[src/rtl/mem_port_arbiter_pkg.sv]
// Shared types and defaults for the fetch/LSU memory port arbiter.
// XLEN normally arrives from define.v; fall back to 32 when it is absent.
`ifndef XLEN
`define XLEN 32
`endif

package mem_port_arbiter_pkg;

  localparam int unsigned XLEN_W               = `XLEN;
  localparam int unsigned STARVE_LIMIT_DEFAULT = 4;

  // Per-port response holding register state
  typedef enum logic {
    RSP_EMPTY = 1'b0,
    RSP_FULL  = 1'b1
  } rsp_state_e;

endpackage

[src/rtl/arb_rsp_slot.sv]
// One-deep response register for a single requester port.
// Loads on grant, holds rvalid/rdata until the consumer takes it.
module arb_rsp_slot
  import mem_port_arbiter_pkg::*;
(
  input  logic              i_clk,
  input  logic              i_rst,
  input  logic              gnt,
  input  logic              rready,
  input  logic [XLEN_W-1:0] data_in,
  output logic              rvalid,
  output logic [XLEN_W-1:0] rdata
);

  rsp_state_e state;
  rsp_state_e state_next;

  // State register
  always_ff @(posedge i_clk or posedge i_rst) begin
    if (i_rst) begin
      state <= RSP_EMPTY;
    end else begin
      state <= state_next;
    end
  end

  // Next-state: a grant always refills, rready alone drains
  always_comb begin
    state_next = state;
    case (state)
      RSP_EMPTY: if (gnt) state_next = RSP_FULL;
      RSP_FULL:  if (rready && !gnt) state_next = RSP_EMPTY;
      default:   state_next = RSP_EMPTY;
    endcase
  end

  // Response data captured at the grant edge
  always_ff @(posedge i_clk or posedge i_rst) begin
    if (i_rst) begin
      rdata <= '0;
    end else if (gnt) begin
      rdata <= data_in;
    end
  end

  assign rvalid = (state == RSP_FULL);

endmodule

[src/rtl/mem_port_arbiter.sv]
// Two-port (fetch, LSU) arbiter onto a single-cycle memory.
// LSU-first fixed priority; define ARB_STARVE_GUARD_EN to add a
// starvation guard that forces a fetch grant after STARVE_LIMIT
// consecutive contested losses.
`ifndef XLEN
`define XLEN 32
`endif

module mem_port_arbiter
  import mem_port_arbiter_pkg::*;
#(
  parameter int unsigned STARVE_LIMIT = STARVE_LIMIT_DEFAULT
) (
  input  logic              i_clk,
  input  logic              i_rst,
  input  logic              if_req,
  input  logic [XLEN_W-1:0] if_addr,
  output logic              if_gnt,
  output logic              if_rvalid,
  output logic [XLEN_W-1:0] if_rdata,
  input  logic              if_rready,
  input  logic              lsu_req,
  input  logic              lsu_we,
  input  logic [XLEN_W-1:0] lsu_addr,
  input  logic [XLEN_W-1:0] lsu_wdata,
  output logic              lsu_gnt,
  output logic              lsu_rvalid,
  output logic [XLEN_W-1:0] lsu_rdata,
  input  logic              lsu_rready,
  output logic              mem_read_en,
  output logic              mem_write_en,
  output logic [XLEN_W-1:0] mem_addr,
  output logic [XLEN_W-1:0] mem_wdata,
  input  logic [XLEN_W-1:0] mem_rdata
);

  logic              if_cand;
  logic              lsu_cand;
  logic              fetch_first;
  logic [XLEN_W-1:0] lsu_capture;

  // A port may be granted only when its response slot is free or draining
  assign if_cand  = if_req  && !(if_rvalid  && !if_rready);
  assign lsu_cand = lsu_req && !(lsu_rvalid && !lsu_rready);

`ifdef ARB_STARVE_GUARD_EN
  localparam int unsigned CNT_W = (STARVE_LIMIT < 1) ? 1 : $clog2(STARVE_LIMIT + 1);

  logic [CNT_W-1:0] starve_cnt;

  assign fetch_first = (starve_cnt >= CNT_W'(STARVE_LIMIT));

  // Count contested cycles fetch has lost; any fetch grant clears it
  always_ff @(posedge i_clk or posedge i_rst) begin
    if (i_rst) begin
      starve_cnt <= '0;
    end else if (if_gnt) begin
      starve_cnt <= '0;
    end else if (lsu_cand && if_cand && !fetch_first) begin
      starve_cnt <= starve_cnt + CNT_W'(1);
    end
  end
`else
  logic unused_starve_limit;

  assign fetch_first         = 1'b0;
  assign unused_starve_limit = ^32'(STARVE_LIMIT);
`endif

  // Grant selection and memory command mux; everything idles to zero
  always_comb begin
    if_gnt       = 1'b0;
    lsu_gnt      = 1'b0;
    mem_read_en  = 1'b0;
    mem_write_en = 1'b0;
    mem_addr     = '0;
    mem_wdata    = '0;
    if (!i_rst) begin
      if (lsu_cand && !(if_cand && fetch_first)) begin
        lsu_gnt = 1'b1;
      end else if (if_cand) begin
        if_gnt = 1'b1;
      end
    end
    if (lsu_gnt) begin
      mem_addr     = lsu_addr;
      mem_read_en  = !lsu_we;
      mem_write_en = lsu_we;
      if (lsu_we) mem_wdata = lsu_wdata;
    end else if (if_gnt) begin
      mem_addr    = if_addr;
      mem_read_en = 1'b1;
    end
  end

  // Stores return zero as their write acknowledge
  assign lsu_capture = lsu_we ? '0 : mem_rdata;

  arb_rsp_slot u_if_slot (
    .i_clk   (i_clk),
    .i_rst   (i_rst),
    .gnt     (if_gnt),
    .rready  (if_rready),
    .data_in (mem_rdata),
    .rvalid  (if_rvalid),
    .rdata   (if_rdata)
  );

  arb_rsp_slot u_lsu_slot (
    .i_clk   (i_clk),
    .i_rst   (i_rst),
    .gnt     (lsu_gnt),
    .rready  (lsu_rready),
    .data_in (lsu_capture),
    .rvalid  (lsu_rvalid),
    .rdata   (lsu_rdata)
  );

endmodule

[config.mk]
export PLATFORM = sky130hd
export DESIGN_NAME = mem_port_arbiter
export DESIGN_NICKNAME = d
export VERILOG_FILES = /design/src/rtl/mem_port_arbiter_pkg.sv /design/src/rtl/arb_rsp_slot.sv /design/src/rtl/mem_port_arbiter.sv
export SDC_FILE = /design/constraint.sdc
export NUM_CORES = 1
export LEC_CHECK = 0
export CAP_MARGIN = 20
export CORE_AREA = 2 2 105 107
export CTS_BUF_LIST = sky130_fd_sc_hd__clkbuf_4 sky130_fd_sc_hd__clkbuf_8
export CTS_CLUSTER_SIZE = 14
export DETAILED_ROUTE_END_ITERATION = 7
export DIE_AREA = 0 0 107 109
export GPL_ROUTABILITY_DRIVEN = 0
export PLACE_DENSITY = 0.8
export RECOVER_POWER = 100
export SLEW_MARGIN = 20
export SYNTH_ARGS = -nofsm -noshare
export SYNTH_HDL_FRONTEND = slang
export SYNTH_HIERARCHICAL = 1
export SYNTH_SLANG_ARGS = --single-unit
[constraint.sdc]
create_clock -name i_clk -period 4.5 [get_ports i_clk]
set_input_delay 1.35 -clock i_clk [delete_from_list [all_inputs] [get_ports i_clk]]
set_output_delay 1.35 -clock i_clk [all_outputs]
set_load 0.1 [all_outputs]
# ---- Word-level counts from Yosys, hierarchy flattened
# Cells that the tools add are included.
# W data, S select, Z words.
dict set report op_classes {
  n_bitwise 2
  reduce_logical 13
  mux 18
}
# operator n
set ops {}
lappend ops {{$mux W32} 5}
lappend ops {{$mux W1} 11}
lappend ops {{$logic_not A1 Y1} 7}
lappend ops {{$logic_and A1 B1 Y1} 6}
lappend ops {{$pmux W1 S2} 2}
lappend ops {{$not A1 Y1} 2}
dict set report totals {
  output_inout_bits 134
  register_bits 66
  word_cells 37
}

# ---- Depth between registers and ports, before layout
dict set report depth {
  depth_word 11
  depth_mapped 7
  ltp_nobuf 3
}

# ---- Cells and area by module
# The synthesis kept the hierarchy.
# module n_inst cells_per_inst area_per_inst_um2
set by_module_without_submodules {}
lappend by_module_without_submodules {arb_rsp_slot 2 72 1381.3}
lappend by_module_without_submodules {mem_port_arbiter 1 122 912.1}

# ---- Worst setup path after synthesis
# No wires, ideal clock.
dict set report synth_timing {
  path_kind {input -> output}
  from {input lsu_req}
  to {output mem_read_en}
  setup_slack_ps -1387
  path_buffers 0
  arrival_time_ps 4537
  required_time_ps 3150
  path_stages 3
  cell_sequence {inv_1 > nor3_1 > a21o_1}
}
dict set report synth_between {
  word_cells_on_any_way 7
  cone_classes {mux: 6; reduce/logical: 1}
}
# element line_no
set synth_lines {}
lappend synth_lines {{start, declared} mem_port_arbiter.sv:22} ;# input logic lsu_req,
lappend synth_lines {{$logic_and A1 B1 Y1} mem_port_arbiter.sv:44} ;# assign lsu_cand = lsu_req && !(lsu_rvalid && !lsu_rready);
lappend synth_lines {{$mux W1} mem_port_arbiter.sv:79} ;# if (lsu_cand && !(if_cand && fetch_first)) begin
lappend synth_lines {{$mux W1} mem_port_arbiter.sv:78} ;# if (!i_rst) begin
lappend synth_lines {{net lsu_gnt} mem_port_arbiter.sv:26} ;# output logic lsu_gnt,
lappend synth_lines {{$mux W1} mem_port_arbiter.sv:85} ;# if (lsu_gnt) begin
lappend synth_lines {{end, declared} mem_port_arbiter.sv:30} ;# output logic mem_read_en,
# The timed path passes the listed nets, and every way through them passes these cells.

# ---- Final worst setup path
dict set report layout_timing {
  from {input i_rst}
  to {output mem_wdata[7]}
}
dict set report layout_between {
  elab_chain_len 2
}
# element line_no
set layout_rtl {}
lappend layout_rtl {{start, declared} mem_port_arbiter.sv:15} ;# input logic i_rst,
lappend layout_rtl {{$mux W1} mem_port_arbiter.sv:78}
lappend layout_rtl {{$mux W32} mem_port_arbiter.sv:85}
lappend layout_rtl {{end, declared} mem_port_arbiter.sv:33} ;# output logic [XLEN_W-1:0] mem_wdata,
# Every way passes these cells.

==> flow_metrics.env <==
export IMPL_path_common_cell="buf_12"
export IMPL_insertion_delay_ps=330
export IMPL_die_y_um=109
export IMPL_cpMaxStageDelayCell="dlygate4sd3_1"
export IMPL_antenna_found_initial=0
export IMPL_yosysTopAreaCell="dfrtp_1"
export IMPL_synth_main_ff_cell="dfrtp_1"
export IMPL_cp_end_kind="output port"
export IMPL_path_class="in -> out"
export IMPL_dieArea_um2=11700
export IMPL_ys_async_sr_fraction_pct=100
export IMPL_finalSetupViolations=0
export IMPL_pin_count=269
export IMPL_hold_violations=0
export IMPL_vias=3257
export IMPL_min_period_over_period_pct=99.1
export IMPL_synth_area_um2=3670
export IMPL_h_tree_depth=3
export IMPL_cts_root_buffer_cell="clkbuf_8"
export IMPL_power_switching_w=0.00155
export IMPL_fin_skew_ps=9.06
export IMPL_dieWidth_um=107
export IMPL_worstSetupStartpoint="i_rst"
export IMPL_grtUsageTotal_pct=22.5
export IMPL_io_buffers=268
export IMPL_synth_top_cell_area_share_pct=44.9
export IMPL_drc=0
export IMPL_crit_required_ps=3150
export IMPL_cts_setup_buffers=0
export IMPL_vias_per_cell=4.80
export IMPL_cts_sinks=66
export IMPL_path_delay_family="buffers and inverters"
export IMPL_reg2reg_from="u_lsu_slot/rvalid"
export IMPL_synth_edf_count=0
export IMPL_grt_max_degree=38
export IMPL_internal_power_w=0.00137
export IMPL_fin_crit_ps=4460
export IMPL_dr_pass1_iters=5
export IMPL_drive_gt1_share_pct=19.6
export IMPL_hp_class="reg -> reg"
export IMPL_slowest_delay_ps=580
export IMPL_max_freq_ghz=0.224
export IMPL_syn_num_nets=401
export IMPL_leakagePower_nw=2.85
export IMPL_wl_per_cell_um=19.7
export IMPL_yosysMostFrequentCell="dfrtp_1"
export IMPL_powerDensity_nw_per_um2=457
export IMPL_syn2layout_area_growth_pct=74.0
export IMPL_drt_iter0_markers=133
export IMPL_num_nets_final=667
export IMPL_slew_viol_final=27
export IMPL_cts_path_max_buffers=2
export IMPL_final_util_pct=60.3
export IMPL_violations="capacitance limit, slew limit"
export IMPL_cp_max_fo=33
export IMPL_worst_path_buf_inv=3
export IMPL_core_area_um2=10600
export IMPL_grt_pass1_vias=3547
export IMPL_startpoint_type="primary input"
export IMPL_tightest_slew_ps=1660
export IMPL_cap_violations=1
export IMPL_rsz0062_at_grt="no"
export IMPL_syn_avg_cell_area_um2=13.8
export IMPL_gr_total_overflow=0
export IMPL_synth_area_top_cells="dfrtp_1 (45%), mux2_4 (24%), a32o_1 (8.7%)"
export IMPL_grt_pass1_wl_um=20100
export IMPL_combPwrFrac_pct=56.7
export IMPL_wirelength_um=13300
export IMPL_swShare_pct=52.9
export IMPL_num_rows=38
export IMPL_whs_ps=486
export IMPL_p_seq_share_pct=26.2
export IMPL_numCtsBuffers=9
export IMPL_place_hpwl_um=10800
export IMPL_cts_resized=0
export IMPL_cts_clk_slew_worst_paths_ps=70
export IMPL_hp_start="u_lsu_slot/rdata[19]"
export IMPL_cp_cell_sequence="dlygate4sd3_1 -> nor4_1 -> buf_12 -> and2_0 -> buf_12"
export IMPL_hold_buffers=0
export IMPL_yosysSeqAreaShare_pct=44.9
export IMPL_synth_seq_cells=66
export IMPL_ys_types=20
export IMPL_slew_headroom_pct=-10.4
export IMPL_worstPathArrival_ps=3110
export IMPL_initial_core_util_pct=34.7
export IMPL_postRouteAntennaNets=0
export IMPL_ys_warn_count=6
export IMPL_synth_common_cells="dfrtp_1 (66), mux2_4 (58), a32o_1 (32), and2_1 (32), nor2b_1 (31)"
export IMPL_status="finished with violations"
export IMPL_clock_power_share_pct=17.1
export IMPL_cts_tree="yes"
export IMPL_synth_cells=266
export IMPL_vdd_ir_drop_worst_uv=263
export IMPL_finalSetupTns_ps=0
[worst paths after layout]
check | endpoint | slack (ps) | cells after the start
max in group asynchronous | u_if_slot/rdata[26] | 1300 | 4
setup reg to reg | u_if_slot/rdata[13] | 1610 | 4
setup / recovery | mem_wdata[7] | 40 | 5
hold reg to reg | u_lsu_slot/rdata[19] | 490 | 1
hold / removal | u_lsu_slot/rdata[19] | 490 | 1
min in group asynchronous | u_if_slot/rdata[18] | 1780 | 3
[registers in the layout, summed over array words and instances, names as in the netlist]
register and flops:
u_lsu_slot/rdata 32, u_lsu_slot/rvalid 1, u_if_slot/rvalid 1, u_if_slot/rdata 32
[kinds of logic (layout without fill, tap and decap cells)]
| family | count (synthesis) | in the layout | synth area share [%] |
|---|---|---|---|
| compound gates | 36 | 36 | 9.64 |
| flops | 66 | 66 | 44.9 |
| simple gates | 69 | 69 | 12.3 |
| other cells | 0 | 1 | 0 |
| mux | 64 | 64 | 25.5 |
| buf+inv | 31 | 302 | 7.59 |
[cell type report]
cell class | instances | area (µm²)
Multi-Input combinational cell | 169 | 1550
Tap cell | 140 | 175
Fill cell | 926 | 4210
Antenna cell | 1 | 2.50
Timing Repair Buffer | 279 | 2780
Inverter | 7 | 26.3
Clock buffer | 10 | 138
Clock inverter | 6 | 65.1
Sequential cell | 66 | 1650
[layout by cell type, fill, tap and decap left out, types with 2 or more instances in the layout]
cell type        count
inv_1                6
clkinv_2             2
a32o_1              32
and2_0               4
a21o_1               3
mux2_4               5
mux2_2               6
clkdlybuf4s50_1    133
clkbuf_8            10
dfrtp_1             66
and2_1              28
buf_6               23
dlygate4sd3_1       67
nor2b_1             31
buf_12              10
mux2_1              53
clkbuf_1             6
buf_4               38
[metrics by stage]
step / area [µm²] / power (W) / worst slack (ps) / cells
2_1_floorplan: 3690 / 0.00210 / 63.7 / 266
3_3_place_gp: 7090 / 0.00263 / 127 / 661
3_5_place_dp: 7090 / 0.00265 / 105 / 661
4_1_cts: 7290 / 0.00316 / 101 / 677
5_1_grt: 6390 / 0.00303 / 23.8 / 677
6_report: 6390 / 0.00292 / 39.9 / 678
[power groups by stage]
| stage | Combinational [W] | Clock (W) | Sequential (W) |
|---|---|---|---|
| 3_3_place_gp | 0.00185 | 0 | 0.000779 |
| 5_1_grt | 0.00170 | 0.000547 | 0.000781 |
| 6_report | 0.00166 | 0.000499 | 0.000765 |
| 3_5_place_dp | 0.00186 | 0 | 0.000787 |
| 4_1_cts | 0.00187 | 0.000515 | 0.000778 |
| 2_1_floorplan | 0.000490 | 0 | 0.00160 |
[per-layer routing]
| metal | up-vias | share of wire (%) | GRT usage, % |
|---|---|---|---|
| met2 | 150 | 53 | 39.3 |
| met5 | - | 0 | 0 |
| met1 | 1600 | 38 | 26.9 |
| met3 | 22 | 6.9 | 6.28 |
| met4 | 0 | 2.2 | 7.70 |
| li1 | 1485 | - | - |
No activity file was read; power rests on OpenSTA's default activity.
